==> config.mk <==
export PLATFORM = sky130hd
export DESIGN_NAME = pc_stack_flat
export DESIGN_NICKNAME = d
export VERILOG_FILES = /design/src/rtl/cpu_pkg.sv /design/src/rtl/pc_stack_if.sv /design/src/rtl/ret_stack.sv /design/src/rtl/pc_stack.sv /design/src/flat_wrapper.sv
export SDC_FILE = /design/constraint.sdc
export NUM_CORES = 1
export LEC_CHECK = 0
export ABC_AREA = 1
export CAP_MARGIN = 20
export CORE_MARGIN = 2
export CORE_UTILIZATION = 54
export DETAILED_ROUTE_END_ITERATION = 12
export PLACE_DENSITY = 0.8
export SLEW_MARGIN = 0
export SYNTH_ARGS = -nofsm -noshare
export SYNTH_HDL_FRONTEND = slang
export SYNTH_SLANG_ARGS = --single-unit
==> constraint.sdc <==
create_clock -name clk -period 3.3 [get_ports clk]
set_clock_uncertainty 0.1 [all_clocks]
set_input_delay 0.66 -clock clk [delete_from_list [all_inputs] [get_ports clk]]
set_output_delay 0.66 -clock clk [all_outputs]
set_load 0.1 [all_outputs]
==> src/rtl/cpu_pkg.sv <==
// Shared definitions for the 8-bit CPU model: default widths and the PC operation decode.
package cpu_pkg;

  localparam int unsigned AW_DEF    = 6;
  localparam int unsigned DW_DEF    = 8;
  localparam int unsigned DEPTH_DEF = 4;

  typedef enum logic [2:0] {
    OP_HOLD,
    OP_INC,
    OP_LD,
    OP_CALL,
    OP_RET
  } pc_op_t;

  // Fixed-priority strobe decode: RET > CALL > PCLD > PCINC.
  function automatic pc_op_t pc_decode(input logic ret, input logic call,
                                       input logic ld, input logic inc);
    pc_op_t op;
    if (ret)       op = OP_RET;
    else if (call) op = OP_CALL;
    else if (ld)   op = OP_LD;
    else if (inc)  op = OP_INC;
    else           op = OP_HOLD;
    return op;
  endfunction

endpackage

==> src/rtl/pc_stack_if.sv <==
// Strobe/data bundle between the sequencer and the program counter.
interface pc_stack_if #(
  parameter int unsigned AW    = cpu_pkg::AW_DEF,
  parameter int unsigned DW    = cpu_pkg::DW_DEF,
  parameter int unsigned DEPTH = cpu_pkg::DEPTH_DEF
);
  localparam int unsigned SPW = $clog2(DEPTH) + 1;

  logic           PCINC;
  logic           PCLD;
  logic           CALL;
  logic           RET;
  logic [DW-1:0]  Din;
  logic [AW-1:0]  Dout;
  logic [SPW-1:0] SP;
  logic           STKERR;

  modport master (output PCINC, PCLD, CALL, RET, Din,
                  input  Dout, SP, STKERR);
  modport slave  (input  PCINC, PCLD, CALL, RET, Din,
                  output Dout, SP, STKERR);
endinterface

==> src/rtl/ret_stack.sv <==
// DEPTH x AW LIFO of return addresses; entries and count clear on reset.
module ret_stack #(
  parameter int unsigned AW    = 6,
  parameter int unsigned DEPTH = 4
) (
  input  logic                       clk,
  input  logic                       rst,
  input  logic                       push,
  input  logic                       pop,
  input  logic [AW-1:0]              wdata,
  output logic [AW-1:0]              top,
  output logic [$clog2(DEPTH):0]     count,
  output logic                       full,
  output logic                       empty
);
  localparam int unsigned PW = $clog2(DEPTH);
  localparam int unsigned CW = PW + 1;

  logic [AW-1:0] mem_q [DEPTH];
  logic [CW-1:0] count_q, count_d;
  logic [PW-1:0] wptr_c, rptr_c;
  logic          do_push_c, do_pop_c;

  assign full      = (count_q == CW'(DEPTH));
  assign empty     = (count_q == '0);
  assign do_push_c = push && !full;
  assign do_pop_c  = pop && !empty;
  assign wptr_c    = count_q[PW-1:0];
  // With count 0 this wraps to the last slot; callers never pop an empty stack.
  assign rptr_c    = wptr_c - PW'(1);
  assign top       = mem_q[rptr_c];
  assign count     = count_q;

  always_comb begin
    count_d = count_q;
    if (do_push_c && !do_pop_c)      count_d = count_q + CW'(1);
    else if (do_pop_c && !do_push_c) count_d = count_q - CW'(1);
  end

  always_ff @(posedge clk or negedge rst) begin
    if (!rst) begin
      for (int i = 0; i < DEPTH; i++) mem_q[i] <= '0;
      count_q <= '0;
    end else begin
      if (do_push_c) mem_q[wptr_c] <= wdata;
      count_q <= count_d;
    end
  end

endmodule

==> src/rtl/pc_stack.sv <==
// Program counter with CALL/RET return-address stack and sticky stack-error flag.
module pc_stack
  import cpu_pkg::*;
#(
  parameter int unsigned AW    = AW_DEF,
  parameter int unsigned DW    = DW_DEF,
  parameter int unsigned DEPTH = DEPTH_DEF
) (
  input  logic       clk,
  input  logic       rst,
  pc_stack_if.slave  bus
);
  localparam int unsigned SPW = $clog2(DEPTH) + 1;

  pc_op_t         op_c;
  logic [AW-1:0]  pc_q, pc_d;
  logic           err_q, err_d;
  logic [AW-1:0]  pc_inc_c, target_c, top_c;
  logic [SPW-1:0] count_c;
  logic           full_c, empty_c, push_c, pop_c;
  logic           unused_din;

  assign op_c       = pc_decode(bus.RET, bus.CALL, bus.PCLD, bus.PCINC);
  assign pc_inc_c   = pc_q + AW'(1);
  assign target_c   = bus.Din[AW-1:0];
  assign unused_din = ^bus.Din[DW-1:AW];
  assign push_c     = (op_c == OP_CALL) && !full_c;
  assign pop_c      = (op_c == OP_RET) && !empty_c;

  ret_stack #(.AW(AW), .DEPTH(DEPTH)) u_stack (
    .clk   (clk),
    .rst   (rst),
    .push  (push_c),
    .pop   (pop_c),
    .wdata (pc_inc_c),
    .top   (top_c),
    .count (count_c),
    .full  (full_c),
    .empty (empty_c)
  );

  // Overflowing CALL and underflowing RET leave PC alone and only raise the error.
  always_comb begin
    pc_d  = pc_q;
    err_d = err_q;
    case (op_c)
      OP_INC:  pc_d = pc_inc_c;
      OP_LD:   pc_d = target_c;
      OP_CALL: if (full_c)  err_d = 1'b1; else pc_d = target_c;
      OP_RET:  if (empty_c) err_d = 1'b1; else pc_d = top_c;
      default: ;
    endcase
  end

  always_ff @(posedge clk or negedge rst) begin
    if (!rst) begin
      pc_q  <= '0;
      err_q <= 1'b0;
    end else begin
      pc_q  <= pc_d;
      err_q <= err_d;
    end
  end

  assign bus.Dout   = pc_q;
  assign bus.SP     = count_c;
  assign bus.STKERR = err_q;

endmodule

==> src/flat_wrapper.sv <==
// flat-port wrapper written by rule: the top's interface ports become plain ports
module pc_stack_flat import cpu_pkg::*;
#(
  parameter int unsigned AW    = AW_DEF,
  parameter int unsigned DW    = DW_DEF,
  parameter int unsigned DEPTH = DEPTH_DEF
)
  (clk, rst, bus_PCINC, bus_PCLD, bus_CALL, bus_RET, bus_Din, bus_Dout, bus_SP, bus_STKERR);
  pc_stack_if #(.AW(AW), .DW(DW), .DEPTH(DEPTH)) bus_i ();
  input  logic clk;
  input  logic rst;
  input wire logic [$bits(bus_i.PCINC)-1:0] bus_PCINC;
  input wire logic [$bits(bus_i.PCLD)-1:0] bus_PCLD;
  input wire logic [$bits(bus_i.CALL)-1:0] bus_CALL;
  input wire logic [$bits(bus_i.RET)-1:0] bus_RET;
  input wire logic [$bits(bus_i.Din)-1:0] bus_Din;
  output wire logic [$bits(bus_i.Dout)-1:0] bus_Dout;
  output wire logic [$bits(bus_i.SP)-1:0] bus_SP;
  output wire logic [$bits(bus_i.STKERR)-1:0] bus_STKERR;
  assign bus_i.PCINC = bus_PCINC;
  assign bus_i.PCLD = bus_PCLD;
  assign bus_i.CALL = bus_CALL;
  assign bus_i.RET = bus_RET;
  assign bus_i.Din = bus_Din;
  assign bus_Dout = bus_i.Dout;
  assign bus_SP = bus_i.SP;
  assign bus_STKERR = bus_i.STKERR;
  pc_stack #(.AW(AW), .DW(DW), .DEPTH(DEPTH)) u_core (.clk(clk), .rst(rst), .bus(bus_i));
endmodule
==> insert_results.sql, run 1 <==
INSERT INTO impl_metrics (metric_group, metric, value, unit) VALUES
('layout', 'insertedDiodeCount', '0', ''),
('floorplanning', 'floorplan.rows', '21', ''),
('timing', 'max_slew_margin', '0.7005', ''),
('layout', 'layout.cells.non_filler', '324', ''),
('setup_path', 'critPathArrivalTime', '2.46', 'ns'),
('timing', 'final-max-slew-violation-count', '0', ''),
('clock_network', 'cts_tree', 'done', ''),
('route', 'via_total_after_detailed_routing', '1713', ''),
('timing', 'finalSetupTns', '0', 'ns'),
('clock_network', 'cts_htree_levels', '2', ''),
('clock_network', 'clock_latency_of_the_later_clocked_register_in_the_worst_skew_pair', '0.35', 'ns'),
('place', 'routabilityCongestion', '0.8458', ''),
('place', 'hpwlAfterDp', '3.053', 'mm'),
('pwr', 'clkPwrFrac', '0.102', ''),
('clock_network', 'ctsHoldBuffers', '0', ''),
('pwr', 'cellPowerDensity', '1093', 'nW/um2'),
('floorplanning', 'overall_die_area', '4151', 'um2'),
('floorplanning', 'pin_count', '24', ''),
('place', 'place.port_buffers', '21', ''),
('place', 'dpl.cell_count', '316', ''),
('timing', 'final.min_clock_period', '2.313', 'ns'),
('yosys', 'ys_async_sr_fraction', '1.000', ''),
('layout', 'layout.nets', '298', ''),
('route', 'detail_route.wl_per_cell', '12.89', 'um'),
('hold_path', 'hold_crit_path_type', 'reg -> reg', ''),
('outcome', 'result_of_the_run', 'complete, no violations', ''),
('route', 'drt_pass1_iterations', '5', ''),
('timing', 'setup_viol', '0', ''),
('setup_path', 'cp-end-kind', 'flip-flop', ''),
('route', 'm1WireLength', '1.815', 'mm'),
('floorplanning', 'floorplan.initialDensity', '0.5773', ''),
('route', 'post-route-drc-count', '0', ''),
('route', 'top_layer_used', 'met4', ''),
('layout', 'filler_cell_count', '317', ''),
('setup_path', 'timing.critical_path.slowest_stage_cell', 'dfrtp_1', ''),
('setup_path', 'cp-start-kind', 'flip-flop', ''),
('yosys', 'syn_area', '1972', 'um2'),
('route', 'antenna_left', '0', ''),
('pwr', 'swShare', '0.5437', ''),
('pwr', 'internal_power', '0.001115', 'W'),
('yosys', 'postSynthCellCount', '253', ''),
('yosys', 'yosysTopAreaCell', 'dfrtp_1', ''),
('floorplanning', 'dieWidth', '64.43', 'um'),
('timing', 'timing_worst_slew_pin_value', '0.4493', 'ns'),
('setup_path', 'crit_path_max_incr_delay', '0.45', 'ns'),
('yosys', 'netlist_top_cells_area', 'dfrtp_1, nand2_1, inv_1', ''),
('route', 'dr_wl_met2', '1.946', 'mm'),
('yosys', 'ys_types', '31', ''),
('clock_network', 'cts_max_path_buffers', '2', ''),
('global_route', 'grt_remaining_overflow', '0', ''),
('global_route', 'global_route_wire_length_before_repair', '7.341', 'mm'),
('setup_path', 'critical_path.cell_chain', 'inv_1, ha_1, nand2_1, nand3_4, inv_1, ha_1, inv_1, fa_1, a21oi_1, o21ai_0, xor2_1', ''),
('yosys', 'synth_enable_flop_cells', '0', ''),
('yosys', 'post_synth_most_frequent_cells', 'nand2_1, dfrtp_1, inv_1', ''),
('global_route', 'first_global_vias', '1603', ''),
('route', 'dr_wl_met3', '326', 'um'),
('setup_path', 'ws_path_type', 'reg -> reg', ''),
('job', 'cap_violations', '0', ''),
('timing', 'finalHoldViolations', '0', ''),
('timing', 'part_of_the_cycle_the_worst_path_needs', '0.7009', ''),
('pwr', 'switchingPower', '0.001329', 'W'),
('clock_network', 'tritoncts.num_buffers', '5', ''),
('global_route', 'grt_max_degree', '35', ''),
('timing', 'fmaxAchievable', '432.3', 'MHz'),
('setup_path', 'critical_path.top_delay_family', 'adder cells', ''),
('layout', 'post-route-util', '0.6546', ''),
('setup_path', 'worst_ep_required_time', '3.44', 'ns'),
('yosys', 'synth-seq-area-share', '0.4315', ''),
('yosys', 'yosys_most_used_dff', 'dfrtp_1', ''),
('clock_network', 'clock_sinks', '34', ''),
('global_route', 'global_route.usage.total', '0.2334', '');
==> power by group through the flow <==
stage	Sequential, W	Combinational [W]	Clock, W
after floorplan	0.00113	0.000761	0
after global placement	0.000761	0.00142	0
after detailed placement	0.000768	0.00144	0
after CTS	0.000761	0.00144	0.000255
after global routing	0.000789	0.00158	0.000270
final	0.000762	0.00143	0.000249
==> worst register-to-register path, stage by stage, from the launching register on <==
cell	delay, ns
dfrtp_1	0.45
inv_1	0.11
ha_1	0.23
nand2_1	0.12
nand3_4	0.15
inv_1	0.09
ha_1	0.13
inv_1	0.06
fa_1	0.37
a21oi_1	0.14
o21ai_0	0.11
xor2_1	0.15
==> final timing paths <==
| kind | slack [ns] | depth (start not counted) | start | end |
|---|---|---|---|---|
| worst max register to register | 0.99 | 11 | u_core.u_stack.count[1] | u_core.u_stack.count[2] |
| worst min register to register | 0.38 | 2 | u_core.u_stack.mem_q[14] | u_core.u_stack.mem_q[14] |
| min in group asynchronous | 0.61 | 2 | rst | u_core.u_stack.mem_q[9] |
| worst min-delay path | 0.38 | 2 | u_core.u_stack.mem_q[14] | u_core.u_stack.mem_q[14] |
| max in group asynchronous | 2.16 | 2 | rst | u_core.u_stack.mem_q[20] |
| worst max-delay path | 0.99 | 11 | u_core.u_stack.count[1] | u_core.u_stack.count[2] |
==> cells by family after synthesis <==
logic type | after synthesis | share of synthesized area
XOR/XNOR | 3 | 0.01714
adder cells (fa/ha/maj) | 7 | 0.04822
AO/OA/AOI/OAI | 32 | 0.09899
AND/OR/NAND/NOR | 141 | 0.3154
buffers and inverters | 36 | 0.08883
flip-flops | 34 | 0.4315
==> flip-flops by register name (all words and copies together) (netlist names) <==
register              flops
u_core.u_stack.mem_q     24
u_core.bus.Dout           6
u_core.u_stack.count      3
u_core.bus.STKERR         1
==> area by class of cell <==
cell class                      instances  area [um2]  area share
Tap cell                               46       57.56     0.02574
Clock inverter                          1       5.005    0.002238
Timing Repair Buffer                   24       207.7     0.09289
Inverter                               29       113.9     0.05092
Clock buffer                            7       55.05     0.02462
Sequential cell                        34       850.8      0.3805
Multi-Input combinational cell        183       945.9      0.4231
==> per-stage QoR <==
stage | area, um2 | setup slack [ns] | hold slack [ns]
final | 2236 | 0.9870 | 0.3796
after global routing | 2236 | 0.7327 | 0.4070
after CTS | 2236 | 0.9657 | 0.3834
after detailed placement | 2176 | 0.6008 | 0.3589
after global placement | 2176 | 0.6090 | 0.3548
after floorplan | 1972 | 0.2173 | 0.2644
==> layer usage <==
layer	global-route usage	vias to the layer above
li1	-	841
met1	0.3193	797
met2	0.3568	64
met3	0.05903	11
met4	0.09309	0
met5	0	-
==> layout by cell type, fill, tap and decap left out, types with 6 or more instances in the layout <==
| cell type | instances |
|---|---|
| ha_1 | 6 |
| dfrtp_1 | 34 |
| nand2_1 | 96 |
| buf_4 | 13 |
| nor2_1 | 13 |
| inv_1 | 22 |
| a21oi_1 | 6 |
| nand3_1 | 16 |
| o21ai_0 | 13 |
| inv_2 | 6 |
| clkdlybuf4s50_1 | 11 |
Note: power is estimated with default switching activity, not from simulation.
==> inputs of run 2 (changes only) <==
- clock period: 3.3 -> 2.35 ns (I/O delays scaled with it)
==> insert_results.sql, run 2 (same netlist as run 1, synthesis figures left out) <==
INSERT INTO impl_metrics (metric_group, metric, value, unit) VALUES
('layout', 'seq_area', '855.8', 'um2'),
('floorplanning', 'dieWidth', '64.43', 'um'),
('layout', 'stdcell_area', '2288', 'um2'),
('layout', 'filler_cell_count', '310', ''),
('timing', 'final.min_clock_period', '2.020', 'ns'),
('place', 'routabilityCongestion', '0.8553', ''),
('route', 'm1WireLength', '1.788', 'mm'),
('layout', 'fraction_of_layout_cells_with_a_size_suffix_above_1', '0.1964', ''),
('route', 'routed_wl', '4.117', 'mm'),
('pwr', 'power.share.combinational', '0.594', ''),
('setup_path', 'worst_ep_required_time', '2.47', 'ns'),
('outcome', 'result_of_the_run', 'complete, no violations', ''),
('layout', 'largest_register_ff_count', '24', ''),
('layout', 'layout.cells.non_filler', '326', ''),
('setup_path', 'critical_path.top_delay_family', 'adder cells', ''),
('timing', 'max_slew_margin', '0.7111', ''),
('timing', 'post_route_worst_setup_slack', '0.3296', 'ns'),
('clock_network', 'cts_htree_levels', '2', ''),
('layout', 'layout.nets', '301', ''),
('floorplanning', 'core_area', '3416', 'um2'),
('route', 'dr_wl_met2', '1.992', 'mm'),
('layout', 'mostFrequentLayoutCell', 'nand2_1', ''),
('global_route', 'grt_remaining_overflow', '0', ''),
('global_route', 'global_route.usage.total', '0.2262', ''),
('clock_network', 'path_clk_slew', '0.10', 'ns'),
('timing', 'finalSetupTns', '0', 'ns'),
('route', 'drtIter0Drc', '97', ''),
('setup_path', 'timing.critical_path.slowest_stage_cell', 'dfrtp_2', ''),
('layout', 'largest_register', 'u_core.u_stack.mem_q', ''),
('pwr', 'internal_power', '0.001631', 'W'),
('layout', 'multi_input_area', '975.9', 'um2'),
('route', 'post-route-drc-count', '0', ''),
('global_route', 'first_global_vias', '1587', ''),
('clock_network', 'clock_latency_of_the_later_clocked_register_in_the_worst_skew_pair', '0.34', 'ns'),
('floorplanning', 'die-height', '64.43', 'um'),
('setup_path', 'crit_path_max_incr_delay', '0.46', 'ns'),
('floorplanning', 'pin_count', '24', ''),
('setup_path', 'critPathCapture', 'u_core.u_stack.count[2]', ''),
('route', 'via_total_after_detailed_routing', '1699', ''),
('layout', 'commonest_cells_after_routing_fill_and_taps_aside', 'nand2_1, dfrtp_1, inv_1', ''),
('clock_network', 'post_cts_buffers', '0', ''),
('global_route', 'grt_antenna_before_repair', '0', ''),
('pwr', 'switchingPower', '0.001851', 'W'),
('clock_network', 'tritoncts.num_buffers', '5', ''),
('pwr', 'swShare', '0.5316', ''),
('pwr', 'irDropWorstVdd', '1.080', 'mV'),
('place', 'detailed_place.area', '2233', 'um2'),
('setup_path', 'critical_path_cell_count', '10', ''),
('route', 'top_layer_used', 'met4', ''),
('pwr', 'fin_total_pwr', '0.003481', 'W'),
('global_route', 'global_route_wire_length_before_repair', '7.079', 'mm'),
('setup_path', 'rr_startpoint', 'u_core.u_stack.count[1]', ''),
('place', 'pre_cts_ws', '0.06737', 'ns'),
('setup_path', 'critical_path.max_fanout', '5', ''),
('timing', 'final-max-slew-violation-count', '0', ''),
('clock_network', 'cts_tree', 'done', ''),
('timing', 'timing_worst_slew_pin_value', '0.4334', 'ns'),
('job', 'cap_violations', '0', ''),
('setup_path', 'critPathArrivalTime', '2.14', 'ns'),
('route', 'detail_route.wl_per_cell', '12.63', 'um'),
('pwr', 'power.share.sequential', '0.311', ''),
('layout', 'area_growth', '16.05', '%'),
('pwr', 'cellPowerDensity', '1521', 'nW/um2'),
('floorplanning', 'floorplan.rows', '21', ''),
('setup_path', 'cp-start-kind', 'flip-flop', ''),
('timing', 'rsz_0062_raised_after_global_routing', 'no', ''),
('clock_network', 'cts_repair_resize_count', '0', ''),
('setup_path', 'cp-end-kind', 'flip-flop', ''),
('pwr', 'clkPwrFrac', '0.095', ''),
('layout', 'insertedDiodeCount', '0', ''),
('setup_path', 'worst_r2r_path_depth', '10', ''),
('setup_path', 'critPathBufInv', '2', ''),
('route', 'routed_via_density', '5.212', ''),
('place', 'dpl.cell_count', '319', ''),
('setup_path', 'ws_path_type', 'reg -> reg', ''),
('clock_network', 'cts_max_path_buffers', '2', ''),
('route', 'drt_pass1_iterations', '5', ''),
('setup_path', 'crit-reg2reg-capture', 'u_core.u_stack.count[2]', ''),
('place', 'place.port_buffers', '21', ''),
('timing', 'fmaxAchievable', '494.9', 'MHz'),
('setup_path', 'regToRegSetupSlack', '0.33', 'ns'),
('timing', 'part_of_the_cycle_the_worst_path_needs', '0.8598', ''),
('pwr', 'cellLeakagePower', '1.125', 'nW'),
('place', 'hpwlAfterDp', '3.080', 'mm'),
('timing', 'finalHoldViolations', '0', ''),
('route', 'dr_wl_met3', '247', 'um'),
('timing', 'setup_viol', '0', ''),
('floorplanning', 'overall_die_area', '4151', 'um2'),
('clock_network', 'ctsHoldBuffers', '0', ''),
('setup_path', 'critical_path.cell_chain', 'inv_1, ha_4, nand2_2, nand2_2, ha_4, inv_2, fa_2, a21oi_1, o21ai_1, xor2_1', ''),
('clock_network', 'cts_root_buf', 'clkbuf_4', ''),
('route', 'antenna_left', '0', ''),
('clock_network', 'clock_sinks', '34', ''),
('global_route', 'grt_max_degree', '35', ''),
('setup_path', 'crit_start', 'u_core.u_stack.count[1]', ''),
('floorplanning', 'floorplan.initialDensity', '0.5773', ''),
('hold_path', 'hold_crit_path_type', 'reg -> reg', '');
-- run 2: cell types whose count changed in the layout (fill, tap and decap cells not counted), sizes merged --
| cell | change |
|---|---|
| buf | +3 |
| clkinv | -1 |
-- run 2: power groups by stage --
stage / combinational, W / clock (W) / sequential [W]
finish: 0.00207 / 0.000332 / 0.00108
global route: 0.00226 / 0.000358 / 0.00112
CTS: 0.00208 / 0.000338 / 0.00108
detailed placement: 0.00207 / 0 / 0.00109
global placement: 0.00203 / 0 / 0.00108
floorplan: 0.00110 / 0 / 0.00160
-- run 2: how the worst min path moves through the flow --
stage                             startpoint                       end  slack, ns  cells past startpoint
floorplan                                rst        u_core.bus.Dout[0]       0.07                      0
global placement           u_core.bus.STKERR         u_core.bus.STKERR       0.35                      2
detailed placement         u_core.bus.STKERR         u_core.bus.STKERR       0.35                      2
CTS                        u_core.bus.STKERR         u_core.bus.STKERR       0.38                      2
global route        u_core.u_stack.mem_q[11]  u_core.u_stack.mem_q[11]       0.41                      2
finish                     u_core.bus.STKERR         u_core.bus.STKERR       0.38                      2
-- run 2: area by class of cell --
cell class / count / share of cell area
Multi-Input combinational cell: 183 / 0.4265
Sequential cell: 34 / 0.3740
Timing Repair Buffer: 27 / 0.1006
Inverter: 29 / 0.04975
Tap cell: 46 / 0.02515
Clock buffer: 7 / 0.02406
-- run 2: layer usage --
| layer | up-vias | track usage |
|---|---|---|
| met5 | - | 0 |
| met4 | 0 | 0.1037 |
| met3 | 11 | 0.04514 |
| met2 | 46 | 0.3698 |
| met1 | 794 | 0.2906 |
| li1 | 848 | - |
-- run 2: worst min-delay path, delay by kind of cell (launching register included) --
family                 cells  cell delay, ns
buffers and inverters      1            0.04
flip-flops                 1            0.36
AND/OR/NAND/NOR            1            0.05
-- run 2: metrics by stage --
stage	util	hold WS, ns
2_1_floorplan	-	0.07441
3_5_place_dp	0.6538	0.3505
4_1_cts	0.6700	0.3830
6_report	0.6700	0.3784
5_1_grt	0.6700	0.4097
3_3_place_gp	0.6538	0.3539
==> edit 1 (flow settings as in run 1) <==
Set the package constant `AW_DEF` to 4 (it was 6).
--- a/src/rtl/cpu_pkg.sv
+++ b/src/rtl/cpu_pkg.sv
@@ -2,5 +2,5 @@
 package cpu_pkg;
 
-  localparam int unsigned AW_DEF    = 6;
+  localparam int unsigned AW_DEF    = 4;
   localparam int unsigned DW_DEF    = 8;
   localparam int unsigned DEPTH_DEF = 4;
Interface: changed (resized bus_Dout); port bits go from 24 to 22. The function was not compared with the original's and may differ.
==> edit 1 against run 1 <==
Design area fell by 26%. Area after synthesis down 27%. Clock power is 37% lower. Non-clock buffer count is 5 lower. Sequential power shrank 27%. Setup slack got worse by 0.24 ns. Core utilization rose by 0.36 points. First-iteration DRC count is 65% lower. Sequential cell count decreased by 10. Final cell count shrank 25%. Total power shrank 29%. Routed wire length fell by 28%. Die area fell by 25%. Synthesized cell count is 23% lower. Highest routed layer unchanged.
==> edit 1: results (changes against run 1) <==
Run status
  • Outcome: complete, no violations

Clock tree
  • Source-to-sink clock delay at the later pin of the worst-skew pair: 0.31 ns (-0.04 ns)
  • Number of CTS-inserted buffers: 3 (-2)
  • Buffer type at the clock tree root: clkbuf_4
  • Clk buf depth: 2 (unchanged)
  • Post-CTS clock slew at the launch and capture registers of the worst setup and hold paths: 0.13 ns (+0.02 ns)
  • Hold buffers post-CTS: 0 (unchanged)
  • CTS HTree Levels: 1 (-1)
  • Post-CTS repair timing setup buffer count: 0 (unchanged)
  • Number of cells upsized or downsized after cts: 0 (unchanged)

Logic synthesis
  • Total of warnings raised by yosys: 0 (unchanged)
  • Number of unique standard cell types used by synthesis: 23 (-26%)
  • Largest cells by area after synthesis: dfrtp_1 (42%), nand2_1 (20%), nand3_1 (9.4%)
  • Commonest cells in the synthesized netlist: nand2_1 (78), nand3_1 (27), dfrtp_1 (24)
  • Nets in the synthesized netlist: 216 (-21%)
  • Dominant synthesized flop cell: dfrtp_1
  • Sequential share of the synthesized area: 41.7% (-1.4 points)
  • Proportion of register bits with asynchronous set or reset after synthesis: 100% (unchanged)

Placement
  • Placed wire-length estimate after detailed placement: 2240 µm (-27%)
  • Minimum setup slack after placement: 0.521 ns (-0.0803 ns)
  • Port-buffer cells: 17 (-19%)
  • Cell area reported after detailed placement: 1610 µm² (-26%)
  • Final weighted congestion in routability-driven placement: 0.832 (-1.6%)

Detailed routing
  • Drt pass-1 iters: 4 (-1)
  • Detailed route wirelength on metal3: 105 µm (-68%)
  • Routed len/inst: 12.3 µm (-5.0%)
  • Routed wire length on met2: 1450 µm (-25%)
  • Per-cell via count in the routed design: 5.18 (-2.1%)
  • Top layer in use: met4
  • Total routed wire length on the met1 layer: 1410 µm (-22%)
  • Detailed router's first-iteration violation count: 38 (-65%)

Layout
  • Largest register by flop count: u_core.u_stack.mem_q
  • Fill count: 221 (-30%)
  • Layout cells sized above 1: 13.1% (-3.1 points)
  • Largest register FFs: 16 (-33%)
  • Count of nets after finishing: 236 (-21%)

Worst setup path
  • Crit path max fanout: 14 (+6)
  • Arrival time at the worst endpoint: 2.70 ns (+0.24 ns)
  • Launch point of the worst path: u_core.u_stack.count[0]
  • Slowest-stage cell, CP: dfrtp_2
  • Worst-case reg-to-reg path depth: 12 (+1)
  • Worst R2R Setup Slack: 0.75 ns (-0.24 ns)
  • Maximum single-stage delay on the critical path: 0.55 ns (+0.10 ns)

GRT
  • Number of global-route vias before repair: 1,215 (-24%)
  • Global-route wire length before repair: 5270 µm (-28%)
  • Largest net degree at the start of global routing: 25 (-29%)
  • Global-route usage over all layers: 21.1% (-2.2 points)
  • Number of antenna violations at the first check in global routing: 0 (unchanged)

Pwr
  • Internal Dissipation: 0.000780 W (-30%)
  • Leakage component of the power: 0.927 nW (-17%)
  • IR drop worst, VDD: 0.874 mV (+5.7%)

Hold path
  • Hold wc startpoint: u_core.u_stack.mem_q[9]
  • Min-Delay Path Depth: 2 (unchanged)
  • Worst min path class: reg -> reg

STA
  • FMAX: 0.392 GHz (-9.3%)
  • Worst-Margin Slew: 0.478 ns (+0.0291 ns)
## edit 1: routing by layer
layer / vias up / GRT usage (%)
li1: 646 / -
met1: 588 / 29.0
met2: 26 / 35.0
met3: 3 / 3.26
met4: 0 / 5.23
met5: - / 0
## edit 1: cells by family (layout without fill, tap and decap cells)
logic type,Yosys count,after routing,share of synthesized area [%]
AO/OA/AOI/OAI,7,7,2.78
XOR/XNOR,2,2,1.22
adder cells (fa/ha/maj),7,7,6.60
buffers and inverters,28,47,8.69
flip-flops,24,24,41.7
AND/OR/NAND/NOR,127,127,39.0
## edit 1: how the worst min path moves through the flow
stage	end	slack, ns
after floorplan	u_core.bus.Dout[0]	0.26
after global placement	u_core.bus.STKERR	0.35
after detailed placement	u_core.u_stack.mem_q[9]	0.36
after CTS	u_core.u_stack.mem_q[9]	0.39
after global routing	u_core.bus.STKERR	0.41
final	u_core.u_stack.mem_q[9]	0.39
## edit 1: power groups by stage
stage,Sequential (W),Clock (W),Combinational (W)
final,0.000559,0.000156,0.00103
after global routing,0.000580,0.000171,0.00113
after CTS,0.000559,0.000160,0.00103
after detailed placement,0.000564,0,0.00103
after global placement,0.000556,0,0.00101
after floorplan,0.000838,0,0.000519
## edit 1: stage by stage
stage / total power (W) / utilization [%] / instances
floorplan: 0.00136 / - / 195
global placement: 0.00157 / 64.4 / 240
detailed placement: 0.00159 / 64.4 / 240
CTS: 0.00175 / 65.8 / 244
global route: 0.00188 / 65.8 / 244
finish: 0.00175 / 65.8 / 244
## edit 1: layout make-up
type	instances	area [µm²]	share of cell area (%)
clock buffer	4	36.3	2.21
inverter	24	90.1	5.48
timing repair buffer	19	165	10.0
tap	30	37.5	2.28
multi-input combinational	143	714	43.4
sequential	24	602	36.6
==> edit 2 (flow settings as in run 1) <==
Without the edit above. Reset style: synchronous (`rst`), changed in 2 clocked blocks.
--- a/src/rtl/ret_stack.sv
+++ b/src/rtl/ret_stack.sv
@@ -38,5 +38,5 @@
   end
 
-  always_ff @(posedge clk or negedge rst) begin
+  always_ff @(posedge clk) begin
     if (!rst) begin
       for (int i = 0; i < DEPTH; i++) mem_q[i] <= '0;
--- a/src/rtl/pc_stack.sv
+++ b/src/rtl/pc_stack.sv
@@ -53,5 +53,5 @@
   end
 
-  always_ff @(posedge clk or negedge rst) begin
+  always_ff @(posedge clk) begin
     if (!rst) begin
       pc_q  <= '0;
Formal check against the unedited RTL: differs if rst is asserted again (counterexample within 4 cycles, from zero or initial values and one cycle with rst low); with rst held inactive, the same outputs for 10 cycles.
==> edit 2 against run 1 <==
Area after synthesis fell by 8.9%. Count of clock-buffer cells in the layout fell by 1. Synthesized cell count fell by 12%. Routed wire length fell by 11%. Critical path depth fell by 1. Total power fell by 27%. Setup slack got worse by 0.12 ns. Design area fell by 7.3%. Sequential cell count did not move. Largest power group unchanged. Highest routed layer unchanged.
==> edit 2: results (changes against run 1) <==
Run status
  • Outcome: complete, no violations

Logic synthesis
  • Xor-xnor portion of the synthesized cell area: 0.487% (-1.2 points)
  • Number of enable-type register cells in the synthesized netlist: 24 (+24)
  • Dominant synthesized flop cell: edfxtp_1
  • Nets in the synthesized netlist: 240 (-12%)
  • Largest cells by area after synthesis: edfxtp_1 (40%), nand2_1 (13%), dfxtp_1 (11%)
  • Fraction of the mapped netlist area in compound gates: 5.36% (-4.5 points)
  • Number of unique standard cell types used by synthesis: 25 (-19%)
  • Commonest cells in the synthesized netlist: nand2_1 (64), nor2_1 (37), nand3_1 (25)
  • Share of synthesized cell area in full adder, half adder and majority cells: 3.20% (-1.6 points)
  • Proportion of register bits with asynchronous set or reset after synthesis: 0% (-100 points)

Placement
  • Placed wire-length estimate after detailed placement: 2670 µm (-12%)
  • Cell count after placement: 284 (-10%)

Detailed routing
  • Via count of the routed design: 1,488 (-13%)
  • Detailed router's first-iteration violation count: 97 (-11%)
  • Drt pass-1 iters: 4 (-1)
  • Routed len/inst: 12.7 µm (-1.6%)

GRT
  • Number of global-route vias before repair: 1,314 (-18%)
  • Met1 track utilization from global routing: 30.0% (-2.0 points)
  • Met2 global-route usage: 36.1% (+0.41 points)
  • Global-route wire length before repair: 6000 µm (-18%)
  • Met3 Usage GRT: 6.93% (+1.0 points)
  • Largest net degree at the start of global routing: 18 (-49%)
  • Global-route usage over all layers: 22.6% (-0.72 points)

Layout
  • Count of nets after finishing: 265 (-11%)
  • Layout cells sized above 1: 12.1% (-4.1 points)

STA
  • Headroom to the max-slew limit: 69.9% (-0.12 points)

Worst setup path
  • Maximum single-stage delay on the critical path: 0.58 ns (+0.13 ns)
  • Sort of element at the start of the critical path: input port

Pwr
  • IR drop worst, VDD: 0.535 mV (-35%)
-- edit 2: kinds of logic after synthesis --
kind of cell	after synthesis
adder cells (fa/ha/maj)	4
flip-flops	34
AND/OR/NAND/NOR	136
buffers and inverters	30
XOR/XNOR	1
AO/OA/AOI/OAI	17
-- edit 2: final cells by class --
class	instances	share of cell area [%]
clock buffer	6	1.99
multi-input combinational	158	36.1
tap	44	2.66
timing repair buffer	24	10.0
clock inverter	2	0.423
sequential	34	44.4
inverter	24	4.41
-- edit 2: tightest hold or removal path: stages (launching register included) --
cell	delay [ns]
dfxtp_1	0.35
o21ai_0	0.09
inv_1	0.05
-- edit 2: final timing paths --
kind                      startpoint  cells after the start                 endpoint  slack (ns)
max                         bus_CALL                     10  u_core.u_stack.count[2]        0.87
min                u_core.bus.STKERR                      2        u_core.bus.STKERR        0.40
max reg2reg  u_core.u_stack.count[0]                     11  u_core.u_stack.count[2]        0.91
min reg2reg        u_core.bus.STKERR                      2        u_core.bus.STKERR        0.40
-- edit 2: stage by stage --
step / hold slack [ns] / setup WS [ns] / instance area (µm²)
global placement: 0.357 / 0.533 / 2020
finish: 0.400 / 0.869 / 2070
CTS: 0.399 / 0.864 / 2070
detailed placement: 0.369 / 0.487 / 2020
global route: 0.411 / 0.684 / 2070
floorplan: 0.545 / 0.110 / 1800
-- edit 2: power groups by stage --
stage | combinational, W | sequential [W] | clock (W)
after floorplan | 0.000445 | 0.000922 | 0
after global placement | 0.000958 | 0.000610 | 0
after detailed placement | 0.000970 | 0.000612 | 0
after CTS | 0.000973 | 0.000602 | 0.000226
after global routing | 0.00105 | 0.000615 | 0.000248
final | 0.000965 | 0.000602 | 0.000227
-- edit 2: metal layers --
metal	vias to the layer above	wire length, µm
met2	25	1810
met3	6	162
met1	692	1680
met4	0	48
met5	-	0
li1	765	-
